## src/rtl/seg_pkg.sv

```systemverilog
// Shared definitions for the scanned seven-segment display: segment glyphs
// (gfedcba, active-high), digit-slot names and the decoder's special codes.
package seg_pkg;

    localparam logic [6:0] SEG_0     = 7'b0111111;
    localparam logic [6:0] SEG_1     = 7'b0000110;
    localparam logic [6:0] SEG_2     = 7'b1011011;
    localparam logic [6:0] SEG_3     = 7'b1001111;
    localparam logic [6:0] SEG_4     = 7'b1100110;
    localparam logic [6:0] SEG_5     = 7'b1101101;
    localparam logic [6:0] SEG_6     = 7'b1111101;
    localparam logic [6:0] SEG_7     = 7'b0000111;
    localparam logic [6:0] SEG_8     = 7'b1111111;
    localparam logic [6:0] SEG_9     = 7'b1101111;
    localparam logic [6:0] SEG_U     = 7'b0111110;
    localparam logic [6:0] SEG_D     = 7'b1011110;
    localparam logic [6:0] SEG_BLANK = 7'b0000000;

    // Decoder codes beyond the decimal digits
    localparam logic [3:0] CODE_U     = 4'd10;
    localparam logic [3:0] CODE_D     = 4'd11;
    localparam logic [3:0] CODE_BLANK = 4'd15;

    // Digit slot index; slot 0 is the rightmost digit
    typedef enum logic [1:0] {
        DIG_ONES  = 2'd0,
        DIG_TENS  = 2'd1,
        DIG_SPARE = 2'd2,
        DIG_DIR   = 2'd3
    } dig_t;

endpackage

```

## src/rtl/seg_decode.sv

```systemverilog
// Combinational map of a 4-bit display code to seven segments.
// 0..9 are decimal digits, 10 = "U", 11 = "d", everything else is blank.
module seg_decode
    import seg_pkg::*;
(
    input  logic [3:0] i_code,
    output logic [6:0] o_seg
);

    // Code-to-glyph lookup
    always_comb begin
        o_seg = SEG_BLANK;
        case (i_code)
            4'd0:    o_seg = SEG_0;
            4'd1:    o_seg = SEG_1;
            4'd2:    o_seg = SEG_2;
            4'd3:    o_seg = SEG_3;
            4'd4:    o_seg = SEG_4;
            4'd5:    o_seg = SEG_5;
            4'd6:    o_seg = SEG_6;
            4'd7:    o_seg = SEG_7;
            4'd8:    o_seg = SEG_8;
            4'd9:    o_seg = SEG_9;
            CODE_U:  o_seg = SEG_U;
            CODE_D:  o_seg = SEG_D;
            default: o_seg = SEG_BLANK;
        endcase
    end

endmodule

```

## src/rtl/count_scan_display.sv

```systemverilog
// Four-digit multiplexed seven-segment driver for the up/down counter.
// Shows the counter value in decimal with a direction letter, and blanks
// the segments for a number of frames after the counter wraps.
module count_scan_display
    import seg_pkg::*;
#(
    parameter int unsigned SCAN_DIV     = 50000,
    parameter int unsigned FLASH_FRAMES = 8
) (
    input  logic       cp,
    input  logic       reset,
    input  logic [3:0] count,
    input  logic       dir,
    output logic [3:0] an,
    output logic [6:0] seg,
    output logic       wrap_flag
);

    localparam int unsigned      PRE_W   = (SCAN_DIV > 1) ? $clog2(SCAN_DIV) : 1;
    localparam logic [PRE_W-1:0] PRE_MAX = PRE_W'(SCAN_DIV - 1);
    localparam logic [7:0]       FL_LOAD = 8'(FLASH_FRAMES);

    logic [PRE_W-1:0] r_pre;
    dig_t             r_dig;
    logic [3:0]       r_snap_val;
    logic             r_snap_dir;
    logic [3:0]       r_prev;
    logic [7:0]       r_fl;

    logic             w_tick;
    logic             w_frame_start;
    dig_t             w_dig_next;
    logic [3:0]       w_val;
    logic             w_dir;
    logic [3:0]       w_code;
    logic [6:0]       w_seg;
    logic [3:0]       w_an_next;
    logic             w_wrap;
    logic [7:0]       w_fl_next;

    // Slot timing, digit selection, wrap detection and blanking-counter next state
    always_comb begin
        w_tick        = (r_pre == PRE_MAX);
        w_dig_next    = dig_t'(r_dig + 2'd1);
        w_frame_start = w_tick && (r_dig == DIG_DIR);

        // At frame start the digit about to be shown uses the value being captured now
        w_val = w_frame_start ? count : r_snap_val;
        w_dir = w_frame_start ? dir   : r_snap_dir;

        w_code = CODE_BLANK;
        case (w_dig_next)
            DIG_ONES:  w_code = (w_val >= 4'd10) ? (w_val - 4'd10) : w_val;
            DIG_TENS:  w_code = (w_val >= 4'd10) ? 4'd1 : CODE_BLANK;
            DIG_SPARE: w_code = CODE_BLANK;
            DIG_DIR:   w_code = w_dir ? CODE_U : CODE_D;
            default:   w_code = CODE_BLANK;
        endcase

        w_an_next = 4'b0001 << w_dig_next;

        w_wrap = ( dir && (r_prev == 4'd15) && (count == 4'd0)) ||
                 (!dir && (r_prev == 4'd0)  && (count == 4'd15));

        w_fl_next = r_fl;
        if (w_wrap)
            w_fl_next = FL_LOAD;
        else if (w_frame_start && (r_fl != '0))
            w_fl_next = r_fl - 8'd1;
    end

    seg_decode u_seg_decode (
        .i_code (w_code),
        .o_seg  (w_seg)
    );

    // Prescaler and digit index
    always_ff @(posedge cp or negedge reset) begin
        if (!reset) begin
            r_pre <= '0;
            r_dig <= DIG_DIR;
        end else if (w_tick) begin
            r_pre <= '0;
            r_dig <= w_dig_next;
        end else begin
            r_pre <= r_pre + PRE_W'(1);
        end
    end

    // Per-frame snapshot of the counter, and the one-cycle-old count for wrap detection
    always_ff @(posedge cp or negedge reset) begin
        if (!reset) begin
            r_snap_val <= '0;
            r_snap_dir <= 1'b0;
            r_prev     <= '0;
        end else begin
            r_prev <= count;
            if (w_frame_start) begin
                r_snap_val <= count;
                r_snap_dir <= dir;
            end
        end
    end

    // Blanking counter; the flag is registered from the same next-state value
    always_ff @(posedge cp or negedge reset) begin
        if (!reset) begin
            r_fl      <= '0;
            wrap_flag <= 1'b0;
        end else begin
            r_fl      <= w_fl_next;
            wrap_flag <= (w_fl_next != '0);
        end
    end

    // Pin registers: anodes step on each tick; segments blank whenever blanking is active
    always_ff @(posedge cp or negedge reset) begin
        if (!reset) begin
            an  <= '0;
            seg <= SEG_BLANK;
        end else begin
            if (w_tick)
                an <= w_an_next;
            // Blanking only ends at a frame start (a tick), so holding between ticks is safe
            if (w_fl_next != '0)
                seg <= SEG_BLANK;
            else if (w_tick)
                seg <= w_seg;
        end
    end

endmodule

```

## config.mk

```make
export PLATFORM = sky130hd
export DESIGN_NAME = count_scan_display
export DESIGN_NICKNAME = d
export VERILOG_FILES = /design/src/rtl/seg_pkg.sv /design/src/rtl/seg_decode.sv /design/src/rtl/count_scan_display.sv
export SDC_FILE = /design/constraint.sdc
export NUM_CORES = 1
export LEC_CHECK = 0
export CAP_MARGIN = 5
export CELL_PAD_IN_SITES_DETAIL_PLACEMENT = 1
export CELL_PAD_IN_SITES_GLOBAL_PLACEMENT = 2
export CORE_ASPECT_RATIO = 1.25
export CORE_UTILIZATION = 41
export CTS_CLUSTER_DIAMETER = 150
export CTS_CLUSTER_SIZE = 24
export DETAILED_ROUTE_END_ITERATION = 6
export PLACE_DENSITY_LB_ADDON = 0.1
export SYNTH_ARGS = -nofsm -noshare
export SYNTH_HDL_FRONTEND = slang
export SYNTH_SLANG_ARGS = --single-unit
export TNS_END_PERCENT = 5
```

## constraint.sdc

```tcl
create_clock -name cp -period 5 [get_ports cp]
set_input_delay 1 -clock cp [delete_from_list [all_inputs] [get_ports cp]]
set_output_delay 1 -clock cp [all_outputs]
set_load 0.03 [all_outputs]
```

==> metrics.csv <==
metric,value,unit
highest_layer,met4,
core,6210,um2
synth_enable_flop_cells,0,
rows,32,
placed_cell_area,2920,um2
ys_types,50,
route.vias.total,1966,
fin_crit_sh,0.738,
grt_start_max_net_pins,48,
grtUsageTotal,0.188,
slew_headroom,0.313,
area_delta_synth_final,14.5,%
drt_iter0_markers,47,
cap_violations,0,
dieArea,6830,um2
fin_ws,1.31,ns
final_nets,304,
fin_tns_setup,0,ns
maxSlewViolCount,0,
port_buffers,18,
io_pins,19,
grt_overflow,0,
crit_required,5.20,ns
cts_setup_buffers,0,
p_sw_frac,0.215,
viasPerCell,5.34,
endpoint_kind,flop,
rsz0062_at_grt,no,
worstSetupPathType,flop to flop,
clock-root-buffer,clkbuf_8,
intPower,611,uW
clkSinkCount,47,
status,finished clean,
hold_depth,1,
dp_slack,1.31,ns
leakage,0.00132,uW
diodes,0,
worst_pin_slew,1.03,ns
fillers,725,
h-tree-depth,2,
dp.cells,360,
postSynth.asyncResetShare,1.00,
seqPwrFrac,0.524,
post_cts_resized,0,
routed_wl,5.64,mm
routedWlPerCell,15.3,um
hpwl,4.27,mm
ff2ff_path_depth,10,
antenna_found_initial,0,
p_switching,167,uW
hold_buffers,0,
drc,0,
hold_viol,0,
synth_top_area_cell,dfrtp_1,
max_clock_freq,271,MHz
total_power,779,uW
ys_top_cells_by_area,"dfrtp_1, ha_1, nor2_1",
mostFrequentLayoutCell,dfrtp_1,
netlist_area,2670,um2
grt_pass1_vias,2085,
finish.instance_area,3050,um2
yosysSeqAreaShare,0.442,
wl_met1,2.39,mm
cts_buffers,5,
antenna_left,0,
tritoncts,done,
clkPwrFrac,0.420,
worst-path-max-fanout,10,
finalCriticalPeriod,3.69,ns
start_util,0.430,
holdCritPathClass,flop to flop,
grt_first_pass_wirelength,9.88,mm
comb_power_share,0.056,
peakVddDrop,0.125,mV
postSynthAreaPerCell,10.1,um2
synth-seq-cells,47,
crit_path_start_kind,flop,
synth-warning-count,0,
clk_latency,0.30,ns
die_w,74.1,um
layout.cells.most_common_list,"dfrtp_1, nor2_1, nand2_1, clkdlybuf4s50_1",
dr.pass1.iters,4,
route.met2.wl,3.03,mm
ys.flop_type,dfrtp_1,
gp_congestion,0.746,
synth_fp_nets,285,
stdcell_count,368,
final_layout_size_suffix_gt1_frac,0.120,
synth_top_area_frac,0.422,
die_y,92.2,um
clockBufferDepth,2,
cp.arrival,3.89,ns
finalSetupViolations,0,
wl_met3,121,um
clock_skew,0.00578,ns
synthCells,263,
path_clk_slew,0.09,ns
power_density,255,nW/um2
-- metal layers --
metal,vias to the layer above,GRT usage
li1,954,-
met1,980,0.213
met2,24,0.348
met3,8,0.0297
met4,0,0.0545
met5,-,0
-- power groups by stage --
stage          clock network (uW)  logic, uW  registers, uW
2_1_floorplan                   0       28.4            409
3_3_place_gp                    0       44.0            416
3_5_place_dp                    0       44.7            416
4_1_cts                       339       45.0            408
5_1_grt                       351       51.4            410
6_report                      327       43.5            408
-- cell families after synthesis --
family,share of synthesized area
AO/OA/AOI/OAI,0.0986
flip-flops,0.442
multiplexers,0.0530
AND/OR/NAND/NOR,0.218
XOR/XNOR,0.0788
adder cells (fa/ha/maj),0.0704
buffers and inverters,0.0389
-- through the flow --
step / hold WS, ns / util
floorplan: 0.425 / -
global placement: 0.454 / 0.471
detailed placement: 0.457 / 0.471
CTS: 0.470 / 0.492
global route: 0.491 / 0.492
finish: 0.462 / 0.492
-- worst max-delay path: stages (launching register included) --
cell and delay [ns]:
dfrtp_1 0.41, or4b_4 0.59, nor4_4 0.67, mux2_2 0.42, inv_1 0.06, ha_1 0.14
o21ai_0 0.09, mux2i_1 0.47, o22a_1 0.36, o211ai_1 0.11, a311oi_1 0.27
-- synth_stat cells (all sizes together), types with 3 or more instances --
library cell  number
nor2              32
nor3               5
nand3             14
ha                15
dfrtp             45
and3               4
buf                4
a31oi              3
o31ai              3
or2                3
nor4               4
nand2             19
nand4              4
xor2              12
o211ai             5
clkbuf             4
or3                4
mux2               7
inv               15
xnor2             12
a311oi             5
o21ai             10
a21oi              4
mux2i              5
-- sequential cells by signal, summed over array words and instances (netlist names) --
name / flops
r_snap_val: 4
r_fl: 8
r_snap_dir: 1
wrap_flag: 1
r_dig: 2
seg: 7
an: 4
r_pre: 16
r_prev: 4
-- path summary, 6_finish.rpt --
path	endpoint	startpoint	slack, ns
setup / recovery	seg[4]	r_pre[10]	1.31
hold / removal	r_pre[0]	r_pre[0]	0.46
setup reg to reg	seg[4]	r_pre[10]	1.31
hold reg to reg	r_pre[0]	r_pre[0]	0.46
max in group asynchronous	r_snap_val[3]	reset	3.50
min in group asynchronous	r_fl[2]	reset	0.88
-- layout make-up --
| cell class | instances | area (um2) | area share |
|---|---|---|---|
| Clock buffer | 6 | 72.6 | 0.0238 |
| Clock inverter | 2 | 60.1 | 0.0197 |
| Inverter | 15 | 56.3 | 0.0184 |
| Multi-Input combinational cell | 193 | 1390 | 0.455 |
| Sequential cell | 47 | 1180 | 0.386 |
| Tap cell | 85 | 106 | 0.0348 |
| Timing Repair Buffer | 20 | 190 | 0.0623 |
(Power assumes the default switching activity.)
